File: src/rtl/ex_operand_if.sv
// ID/EX operand stage bus: decode inputs, forwarding taps and
// registered EX-side outputs.
interface ex_operand_if #(
  parameter int DW = 32,
  parameter int RW = 5
);
  logic          stall;
  logic          flush;
  logic          id_valid;
  logic [5:0]    opcode;
  logic [5:0]    funct;
  logic [4:0]    shamt;
  logic [15:0]   imm16;
  logic [RW-1:0] rs_addr;
  logic [RW-1:0] rt_addr;
  logic [RW-1:0] rd_addr;
  logic [DW-1:0] rs_data;
  logic [DW-1:0] rt_data;
  logic          exmem_regwrite;
  logic [RW-1:0] exmem_rd;
  logic [DW-1:0] exmem_result;
  logic          memwb_regwrite;
  logic [RW-1:0] memwb_rd;
  logic [DW-1:0] memwb_result;
  logic          ex_valid;
  logic [DW-1:0] alu_in1;
  logic [DW-1:0] alu_in2;
  logic [2:0]    aluop;
  logic [RW-1:0] ex_dest;
  logic          ex_regwrite;
  logic          ex_memread;
  logic          ex_memwrite;
  logic          ex_branch;
  logic [DW-1:0] ex_store_data;
  logic          illegal;

  modport master (
    output stall, flush, id_valid,
    output opcode, funct, shamt, imm16,
    output rs_addr, rt_addr, rd_addr,
    output rs_data, rt_data,
    output exmem_regwrite, exmem_rd,
    output exmem_result,
    output memwb_regwrite, memwb_rd,
    output memwb_result,
    input  ex_valid, alu_in1, alu_in2,
    input  aluop, ex_dest, ex_regwrite,
    input  ex_memread, ex_memwrite,
    input  ex_branch, ex_store_data,
    input  illegal
  );

  modport slave (
    input  stall, flush, id_valid,
    input  opcode, funct, shamt, imm16,
    input  rs_addr, rt_addr, rd_addr,
    input  rs_data, rt_data,
    input  exmem_regwrite, exmem_rd,
    input  exmem_result,
    input  memwb_regwrite, memwb_rd,
    input  memwb_result,
    output ex_valid, alu_in1, alu_in2,
    output aluop, ex_dest, ex_regwrite,
    output ex_memread, ex_memwrite,
    output ex_branch, ex_store_data,
    output illegal
  );
endinterface

File: src/rtl/ex_operand_stage.sv
// ID/EX stage: decodes aluop, forwards rs/rt and registers
// operands and controls for the ALU.
module ex_operand_stage #(
  parameter int DW = 32,
  parameter int RW = 5
) (
  input  logic   clk,
  input  logic   rst_n,
  ex_operand_if.slave bus
);

  typedef struct packed {
    logic          valid;
    logic [DW-1:0] in1;
    logic [DW-1:0] in2;
    logic [2:0]    op;
    logic [RW-1:0] dest;
    logic          rw;
    logic          mr;
    logic          mw;
    logic          br;
    logic [DW-1:0] sd;
  } ex_t;

  ex_t           dec;
  ex_t           ex_d;
  ex_t           ex_q;
  logic          dec_ok;
  logic          rw_raw;
  logic          ill_d;
  logic          ill_q;
  logic [DW-1:0] fs;
  logic [DW-1:0] ft;
  logic [DW-1:0] sx;
  logic [DW-1:0] zx;
  logic [DW-1:0] shz;

  function automatic logic [DW-1:0] fwd(
    input logic [RW-1:0] addr,
    input logic [DW-1:0] rf
  );
    if (bus.exmem_regwrite &&
        bus.exmem_rd != '0 &&
        bus.exmem_rd == addr)
      return bus.exmem_result;
    if (bus.memwb_regwrite &&
        bus.memwb_rd != '0 &&
        bus.memwb_rd == addr)
      return bus.memwb_result;
    return rf;
  endfunction

  assign fs  = fwd(bus.rs_addr, bus.rs_data);
  assign ft  = fwd(bus.rt_addr, bus.rt_data);
  assign sx  = {{(DW-16){bus.imm16[15]}}, bus.imm16};
  assign zx  = {{(DW-16){1'b0}}, bus.imm16};
  assign shz = {{(DW-5){1'b0}}, bus.shamt};

  always_comb begin
    dec       = '0;
    dec.valid = 1'b1;
    dec.in1   = fs;
    dec.in2   = ft;
    dec.sd    = ft;
    dec_ok    = 1'b1;
    rw_raw    = 1'b0;
    unique case (bus.opcode)
      6'h00: begin
        dec.dest = bus.rd_addr;
        rw_raw   = 1'b1;
        unique case (bus.funct)
          6'h20: dec.op = 3'd0;
          6'h22: dec.op = 3'd1;
          6'h24: dec.op = 3'd2;
          6'h25: dec.op = 3'd3;
          6'h2A: dec.op = 3'd6;
          6'h00: begin
            dec.op  = 3'd4;
            dec.in1 = ft;
            dec.in2 = shz;
          end
          6'h02: begin
            dec.op  = 3'd5;
            dec.in1 = ft;
            dec.in2 = shz;
          end
          default: dec_ok = 1'b0;
        endcase
      end
      6'h08: begin
        dec.in2  = sx;
        dec.dest = bus.rt_addr;
        rw_raw   = 1'b1;
      end
      6'h0A: begin
        dec.op   = 3'd6;
        dec.in2  = sx;
        dec.dest = bus.rt_addr;
        rw_raw   = 1'b1;
      end
      6'h0C: begin
        dec.op   = 3'd2;
        dec.in2  = zx;
        dec.dest = bus.rt_addr;
        rw_raw   = 1'b1;
      end
      6'h0D: begin
        dec.op   = 3'd3;
        dec.in2  = zx;
        dec.dest = bus.rt_addr;
        rw_raw   = 1'b1;
      end
      6'h23: begin
        dec.in2  = sx;
        dec.dest = bus.rt_addr;
        dec.mr   = 1'b1;
        rw_raw   = 1'b1;
      end
      6'h2B: begin
        dec.in2 = sx;
        dec.mw  = 1'b1;
      end
      6'h04: begin
        dec.op = 3'd1;
        dec.br = 1'b1;
      end
      default: dec_ok = 1'b0;
    endcase
    // writes to $0 are dropped here so downstream never sees them
    dec.rw = rw_raw && (dec.dest != '0);
    ex_d   = (bus.id_valid && dec_ok) ? dec : '0;
    ill_d  = bus.id_valid && !dec_ok;
  end

  always_ff @(posedge clk or negedge rst_n) begin
    if (!rst_n) begin
      ex_q  <= '0;
      ill_q <= 1'b0;
    end else if (bus.flush) begin
      ex_q  <= '0;
      ill_q <= 1'b0;
    end else if (bus.stall) begin
      ill_q <= 1'b0;
    end else begin
      ex_q  <= ex_d;
      ill_q <= ill_d;
    end
  end

  assign bus.ex_valid      = ex_q.valid;
  assign bus.alu_in1       = ex_q.in1;
  assign bus.alu_in2       = ex_q.in2;
  assign bus.aluop         = ex_q.op;
  assign bus.ex_dest       = ex_q.dest;
  assign bus.ex_regwrite   = ex_q.rw;
  assign bus.ex_memread    = ex_q.mr;
  assign bus.ex_memwrite   = ex_q.mw;
  assign bus.ex_branch     = ex_q.br;
  assign bus.ex_store_data = ex_q.sd;
  assign bus.illegal       = ill_q;

endmodule

File: src/flat_wrapper.sv
// flat-port wrapper written by rule: the top's interface ports become plain ports
module ex_operand_stage_flat 
#(
  parameter int DW = 32,
  parameter int RW = 5
)
  (clk, rst_n, bus_stall, bus_flush, bus_id_valid, bus_opcode, bus_funct, bus_shamt, bus_imm16, bus_rs_addr, bus_rt_addr, bus_rd_addr, bus_rs_data, bus_rt_data, bus_exmem_regwrite, bus_exmem_rd, bus_exmem_result, bus_memwb_regwrite, bus_memwb_rd, bus_memwb_result, bus_ex_valid, bus_alu_in1, bus_alu_in2, bus_aluop, bus_ex_dest, bus_ex_regwrite, bus_ex_memread, bus_ex_memwrite, bus_ex_branch, bus_ex_store_data, bus_illegal);
  ex_operand_if #(.DW(DW), .RW(RW)) bus_i ();
  input  logic clk;
  input  logic rst_n;
  input wire logic [$bits(bus_i.stall)-1:0] bus_stall;
  input wire logic [$bits(bus_i.flush)-1:0] bus_flush;
  input wire logic [$bits(bus_i.id_valid)-1:0] bus_id_valid;
  input wire logic [$bits(bus_i.opcode)-1:0] bus_opcode;
  input wire logic [$bits(bus_i.funct)-1:0] bus_funct;
  input wire logic [$bits(bus_i.shamt)-1:0] bus_shamt;
  input wire logic [$bits(bus_i.imm16)-1:0] bus_imm16;
  input wire logic [$bits(bus_i.rs_addr)-1:0] bus_rs_addr;
  input wire logic [$bits(bus_i.rt_addr)-1:0] bus_rt_addr;
  input wire logic [$bits(bus_i.rd_addr)-1:0] bus_rd_addr;
  input wire logic [$bits(bus_i.rs_data)-1:0] bus_rs_data;
  input wire logic [$bits(bus_i.rt_data)-1:0] bus_rt_data;
  input wire logic [$bits(bus_i.exmem_regwrite)-1:0] bus_exmem_regwrite;
  input wire logic [$bits(bus_i.exmem_rd)-1:0] bus_exmem_rd;
  input wire logic [$bits(bus_i.exmem_result)-1:0] bus_exmem_result;
  input wire logic [$bits(bus_i.memwb_regwrite)-1:0] bus_memwb_regwrite;
  input wire logic [$bits(bus_i.memwb_rd)-1:0] bus_memwb_rd;
  input wire logic [$bits(bus_i.memwb_result)-1:0] bus_memwb_result;
  output wire logic [$bits(bus_i.ex_valid)-1:0] bus_ex_valid;
  output wire logic [$bits(bus_i.alu_in1)-1:0] bus_alu_in1;
  output wire logic [$bits(bus_i.alu_in2)-1:0] bus_alu_in2;
  output wire logic [$bits(bus_i.aluop)-1:0] bus_aluop;
  output wire logic [$bits(bus_i.ex_dest)-1:0] bus_ex_dest;
  output wire logic [$bits(bus_i.ex_regwrite)-1:0] bus_ex_regwrite;
  output wire logic [$bits(bus_i.ex_memread)-1:0] bus_ex_memread;
  output wire logic [$bits(bus_i.ex_memwrite)-1:0] bus_ex_memwrite;
  output wire logic [$bits(bus_i.ex_branch)-1:0] bus_ex_branch;
  output wire logic [$bits(bus_i.ex_store_data)-1:0] bus_ex_store_data;
  output wire logic [$bits(bus_i.illegal)-1:0] bus_illegal;
  assign bus_i.stall = bus_stall;
  assign bus_i.flush = bus_flush;
  assign bus_i.id_valid = bus_id_valid;
  assign bus_i.opcode = bus_opcode;
  assign bus_i.funct = bus_funct;
  assign bus_i.shamt = bus_shamt;
  assign bus_i.imm16 = bus_imm16;
  assign bus_i.rs_addr = bus_rs_addr;
  assign bus_i.rt_addr = bus_rt_addr;
  assign bus_i.rd_addr = bus_rd_addr;
  assign bus_i.rs_data = bus_rs_data;
  assign bus_i.rt_data = bus_rt_data;
  assign bus_i.exmem_regwrite = bus_exmem_regwrite;
  assign bus_i.exmem_rd = bus_exmem_rd;
  assign bus_i.exmem_result = bus_exmem_result;
  assign bus_i.memwb_regwrite = bus_memwb_regwrite;
  assign bus_i.memwb_rd = bus_memwb_rd;
  assign bus_i.memwb_result = bus_memwb_result;
  assign bus_ex_valid = bus_i.ex_valid;
  assign bus_alu_in1 = bus_i.alu_in1;
  assign bus_alu_in2 = bus_i.alu_in2;
  assign bus_aluop = bus_i.aluop;
  assign bus_ex_dest = bus_i.ex_dest;
  assign bus_ex_regwrite = bus_i.ex_regwrite;
  assign bus_ex_memread = bus_i.ex_memread;
  assign bus_ex_memwrite = bus_i.ex_memwrite;
  assign bus_ex_branch = bus_i.ex_branch;
  assign bus_ex_store_data = bus_i.ex_store_data;
  assign bus_illegal = bus_i.illegal;
  ex_operand_stage #(.DW(DW), .RW(RW)) u_core (.clk(clk), .rst_n(rst_n), .bus(bus_i));
endmodule
File: config.mk
export PLATFORM = sky130hd
export DESIGN_NAME = ex_operand_stage_flat
export DESIGN_NICKNAME = d
export VERILOG_FILES = /design/src/rtl/ex_operand_if.sv /design/src/rtl/ex_operand_stage.sv /design/src/flat_wrapper.sv
export SDC_FILE = /design/constraint.sdc
export NUM_CORES = 1
export LEC_CHECK = 0
export ABC_AREA = 1
export CAP_MARGIN = 30
export CORE_ASPECT_RATIO = 2
export CORE_UTILIZATION = 55
export CTS_CLUSTER_DIAMETER = 50
export DETAILED_ROUTE_END_ITERATION = 10
export DONT_BUFFER_PORTS = 1
export PLACE_DENSITY_LB_ADDON = 0.08
export SLEW_MARGIN = 20
export SYNTH_ARGS = -nofsm -noshare
export SYNTH_HDL_FRONTEND = slang
export SYNTH_SLANG_ARGS = --single-unit
File: constraint.sdc
create_clock -name clk -period 0.8 [get_ports clk]
set_input_delay 0.08 -clock clk [delete_from_list [all_inputs] [get_ports clk]]
set_output_delay 0.08 -clock clk [all_outputs]
set_load 0.1 [all_outputs]
==> impl_metrics.env, run 1 <==
export IMPL_tool_error="[ERROR GRT-0116] Global routing finished with congestion. Check the congestion regions in the DRC Viewer."
export IMPL_fp_row_count=61
export IMPL_outcome="stopped before the end"
export IMPL_synth_area_leaders="dfrtp_1 (35%), nand2_1 (21%), nand3_1 (11%), inv_1 (9.3%), a21oi_2 (3.7%)"
export IMPL_grt_pass1_vias=14100
export IMPL_failing_step="global routing (5_1_grt)"
export IMPL_start_util_pct=56.3
export IMPL_gr_usage_all_layers_pct=82.4
export IMPL_synth_cell_types=33
export IMPL_synth_ff_type="dfrtp_1"
export IMPL_dp_hpwl_mm=23.7
export IMPL_synth_top_area_share_pct=35.0
export IMPL_cts_root_buf="clkbuf_16"
export IMPL_die_width_um=86.6
export IMPL_dp_cells=1545
export IMPL_clock_sinks=110
export IMPL_boundaryPins=303
export IMPL_muxShareOfSynthArea_pct=0
export IMPL_synth_adder_area_share_pct=0
export IMPL_cts_max_level=3
export IMPL_grt_overflow_total=330
export IMPL_synth_simple_area_share_pct=38.2
export IMPL_clk_path_buf_depth=2
export IMPL_ys_seq_area_share_pct=35.0
export IMPL_synth_edf_count=0
export IMPL_grt_max_degree=111
export IMPL_synth_compound_area_share_pct=10.9
export IMPL_ys_ff_latch=110
export IMPL_postSynth_asyncResetShare_pct=100
export IMPL_grt_pass1_wl_mm=91.5
export IMPL_netlist_area_um2=7870
export IMPL_synth_top_family_by_area="simple AND/OR/NAND/NOR gates"
export IMPL_numCtsBuffers=9
export IMPL_syn_nets=1412
export IMPL_die_y_um=171
export IMPL_yosys_warnings=0
export IMPL_syn_avg_cell_area_um2=6.45
export IMPL_synth_xor_area_share_pct=2.12
export IMPL_syn_instance_count=1219
export IMPL_io_buffers=0
export IMPL_synth_top_cell_by_area="dfrtp_1"
export IMPL_place_gp_congestion=0.994
-- cells by family after synthesis --
logic type	after synthesis
buffers and inverters	272
flip-flops	110
XOR/XNOR	19
AND/OR/NAND/NOR	693
AO/OA/AOI/OAI	125
-- through the flow --
stage	TNS [ns]	cell area, um2	setup slack (ns)	hold slack, ns
floorplan	-52.33	8120	-0.514	-0.216
global placement	-64.79	11100	-0.964	-0.213
detailed placement	-69.11	11100	-0.944	-0.213
CTS	-53.76	13500	-0.322	-0.596
-- cell usage after synthesis (all sizes together), types with 2 or more instances --
| library cell | n |
|---|---|
| nand2 | 442 |
| inv | 197 |
| nand3 | 174 |
| dfrtp | 110 |
| o21ai | 54 |
| clkbuf | 47 |
| nand4 | 36 |
| a21oi | 34 |
| nor2 | 31 |
| buf | 27 |
| o211ai | 27 |
| xor2 | 10 |
| xnor2 | 9 |
| nand3b | 8 |
| a22oi | 6 |
| nor3 | 2 |
-- layer usage --
| layer | overflow | GRT usage, % |
|---|---|---|
| met3 | 3 | 61.7 |
| met1 | 2 | 77.4 |
| met2 | 201 | 103 |
| met5 | 0 | 14.9 |
| met4 | 124 | 95.7 |
-- repair_timing --
item,in CTS
endpoints found under the hold margin,127
setup endpoints to repair,218
gates cloned,18
buffers inserted,43
hold buffers,19
gates resized for setup,280
pin swaps,62
==> run 2, diff against run 1 <==
Settings changed: CORE_ASPECT_RATIO 2 to default, CORE_UTILIZATION 55 to 40, CTS_CLUSTER_DIAMETER 50 to default, PLACE_DENSITY_LB_ADDON 0.08 to 0.15.
Clock period 0.8 ns to 1 ns, I/O delays scaled along.
==> impl_metrics.env, run 2 <==
export IMPL_crit_cells=11
export IMPL_cts_max_level=3
export IMPL_arrival_ns=1.55
export IMPL_ys_ff_latch=110
export IMPL_wirelength_mm=35.8
export IMPL_placed_cell_area_um2=10800
export IMPL_power_share_clock_pct=35.6
export IMPL_cts_root_buf="clkbuf_16"
export IMPL_synth_top_area_share_pct=35.0
export IMPL_critPathTopFamily="buffers and inverters"
export IMPL_use_met3_pct=5.42
export IMPL_slew_headroom_pct=77.2
export IMPL_place_gp_congestion=0.920
export IMPL_endpoint_kind="register"
export IMPL_antenna_found_initial=0
export IMPL_setup_viol=214
export IMPL_n_fill_cell=1410
export IMPL_synth_cell_types=33
export IMPL_die_y_um=142
export IMPL_layout_area_seq_um2=2770
export IMPL_synth_ff_type="dfrtp_1"
export IMPL_core_um2=19000
export IMPL_r2r_slack_ns=0
export IMPL_cts_tree="yes"
export IMPL_yosys_warnings=0
export IMPL_numCtsBuffers=9
export IMPL_busiest_layer="met2"
export IMPL_multi_input_area_um2=5190
export IMPL_final_cell_mix="nand2_1 (382), inv_1 (187), buf_12 (135)"
export IMPL_holdWs_ns=-0.577
export IMPL_synth_area_leaders="dfrtp_1 (35%), nand2_1 (21%), nand3_1 (11%), inv_1 (9.3%), a21oi_2 (3.7%)"
export IMPL_total_power_uw=11400
export IMPL_drt_pass1_iter_count=7
export IMPL_synth_top_cells_by_count="nand2_1 (439), inv_1 (194), nand3_1 (170)"
export IMPL_critPathBufInv=4
export IMPL_gr_usage_all_layers_pct=33.0
export IMPL_start_util_pct=41.4
export IMPL_intPower_uw=7620
export IMPL_clk_latency_ns=0.36
export IMPL_max_clock_freq_mhz=809
export IMPL_syn_nets=1412
export IMPL_pwr_share_comb_pct=24.5
export IMPL_grt_pass1_wl_mm=50.3
export IMPL_grt_max_degree=111
export IMPL_reg2reg_depth=6
export IMPL_required_ns=1.31
export IMPL_crit_type="primary input to register"
export IMPL_grt_pass1_vias=8781
export IMPL_clock_sinks=110
export IMPL_post_route_drc_count=0
export IMPL_path_max_fanout=9
export IMPL_fp_row_count=50
export IMPL_seq_power_share_pct=39.9
export IMPL_io_buffers=0
export IMPL_boundaryPins=303
export IMPL_via_count=9466
export IMPL_timing_final_ws_setup_ns=-0.236
export IMPL_dp_hpwl_mm=22.3
export IMPL_p_leak_uw=0.00711
export IMPL_max_cap_violations=0
export IMPL_syn_avg_cell_area_um2=6.45
export IMPL_drive_gt1_share_pct=38.0
export IMPL_critPathSlowestCell="o21ai_4"
export IMPL_timing_final_crit_share_pct=124
export IMPL_diodes=0
export IMPL_fin_nets=1662
export IMPL_yosysMostFrequentCell="nand2_1"
export IMPL_slowest_delay_ns=0.23
export IMPL_syn_to_final_growth_pct=77.3
export IMPL_clk_path_buf_depth=2
export IMPL_postSynth_asyncResetShare_pct=100
export IMPL_powerDensity_nw_per_um2=815
export IMPL_violations="negative hold slack, negative setup slack"
export IMPL_synth_top_cell_by_area="dfrtp_1"
export IMPL_grt_overflow_total=0
export IMPL_pre_cts_ws_ns=-0.812
export IMPL_ys_seq_area_share_pct=35.0
export IMPL_die_width_um=142
export IMPL_cp_start_kind="primary input"
export IMPL_clk_pin_slew_worst_paths_ns=0.09
export IMPL_period_minus_slack_ns=1.24
export IMPL_die_area_um2=20200
export IMPL_worst_slew_pin_slew_ns=0.341
export IMPL_slew_violations=0
export IMPL_grt_util_met2_pct=51.2
export IMPL_final_common_cell="nand2_1"
export IMPL_vias_per_cell=5.46
export IMPL_finalHoldViolCount=111
export IMPL_syn_instance_count=1219
export IMPL_final_area_um2=13900
export IMPL_antenna_left=0
export IMPL_min_path_type="primary input to asynchronous set/reset pin"
export IMPL_rsz0062_at_grt="true"
export IMPL_path_cells="xnor2_2 > nand2_2 > nor2_2 > nand3b_1 > buf_6 > buf_12 > buf_16 > buf_4 > o21ai_4 > nand3_2 > nand2_1"
export IMPL_power_net_switching_uw=3750
export IMPL_finalClockSkew_ns=0
export IMPL_wl_per_cell_um=20.6
export IMPL_outcome="complete, but fails checks"
export IMPL_synth_edf_count=0
export IMPL_swShare_pct=33.0
export IMPL_ir_drop_mv=0.798
export IMPL_netlist_area_um2=7870
export IMPL_grtUsageMet1_pct=45.0
export IMPL_drt_iter0_markers=756
## run 2: cell counts after synthesis
No cell type changed its count.
## run 2: area by class of cell
cell class                 instances  area share, %
clock buffer                       9           1.61
inverter                         198           5.44
sequential                       110           19.9
multi-input combinational        837           37.2
timing repair buffer             313           32.8
clock inverter                     7          0.700
tap                              260           2.33
## run 2: worst paths after layout
check,start,endpoint
min in group clk,bus_shamt[2],u_core.bus.alu_in2[2]$_DFFE_PN0P_
hold reg to reg,u_core.bus.ex_branch$_DFFE_PN0P_,u_core.bus.ex_branch$_DFFE_PN0P_
setup reg to reg,u_core.bus.alu_in2[15]$_DFFE_PN0P_,u_core.bus.alu_in2[15]$_DFFE_PN0P_
hold / removal,rst_n,u_core.bus.alu_in1[11]$_DFFE_PN0P_
max in group asynchronous,rst_n,u_core.bus.alu_in2[24]$_DFFE_PN0P_
setup / recovery,bus_exmem_rd[0],u_core.bus.alu_in2[17]$_DFFE_PN0P_
## run 2: power by group through the flow
stage | Sequential [uW] | Clock [uW] | Combinational [uW]
floorplan | 4890 | 0 | 962
global placement | 4620 | 0 | 2010
detailed placement | 4620 | 0 | 2020
CTS | 4530 | 4070 | 2400
global route | 4540 | 4250 | 2910
finish | 4540 | 4040 | 2790
## run 2: kinds of logic (layout without fill, tap and decap cells)
| family | Yosys count | count (layout) | synth area share, % |
|---|---|---|---|
| xor+xnor | 19 | 19 | 2.12 |
| flops | 110 | 110 | 35.0 |
| compound gates | 125 | 125 | 10.9 |
| simple gates | 693 | 693 | 38.2 |
| buf+inv | 272 | 527 | 13.8 |
## run 2: repair_timing
item / 4_1_cts / 5_1_grt
buffers inserted: 32 / 42
pin swaps: 54 / 71
gates cloned: 11 / 12
hold buffers: 15 / 2
hold endpoints to repair: 125 / 112
endpoints found under the setup margin: 213 / 218
resized for setup: 231 / 156
## run 2: metrics by stage
step           util (%)  TNS [ns]  std cells
6_report           73.3    -22.97       1734
5_1_grt            73.3    -30.20       1734
4_1_cts            67.7    -19.38       1688
3_5_place_dp       56.9    -56.28       1616
3_3_place_gp       56.9    -55.89       1616
2_1_floorplan         -    -30.39       1219
## run 2: routing by layer
layer / vias to the layer above / share of wire [%]
met3: 132 / 8.2
li1: 4355 / -
met5: - / 0
met4: 0 / 4.9
met2: 539 / 46
met1: 4440 / 41
## run 2: worst register-to-register path, delay by kind of cell, from the launching register on
kind,cells,cell delay (ns)
simple gates,2,0.09
buf+inv,3,0.32
flops,1,0.42
compound gates,1,0.07
No activity file was read; power rests on OpenSTA's default activity.
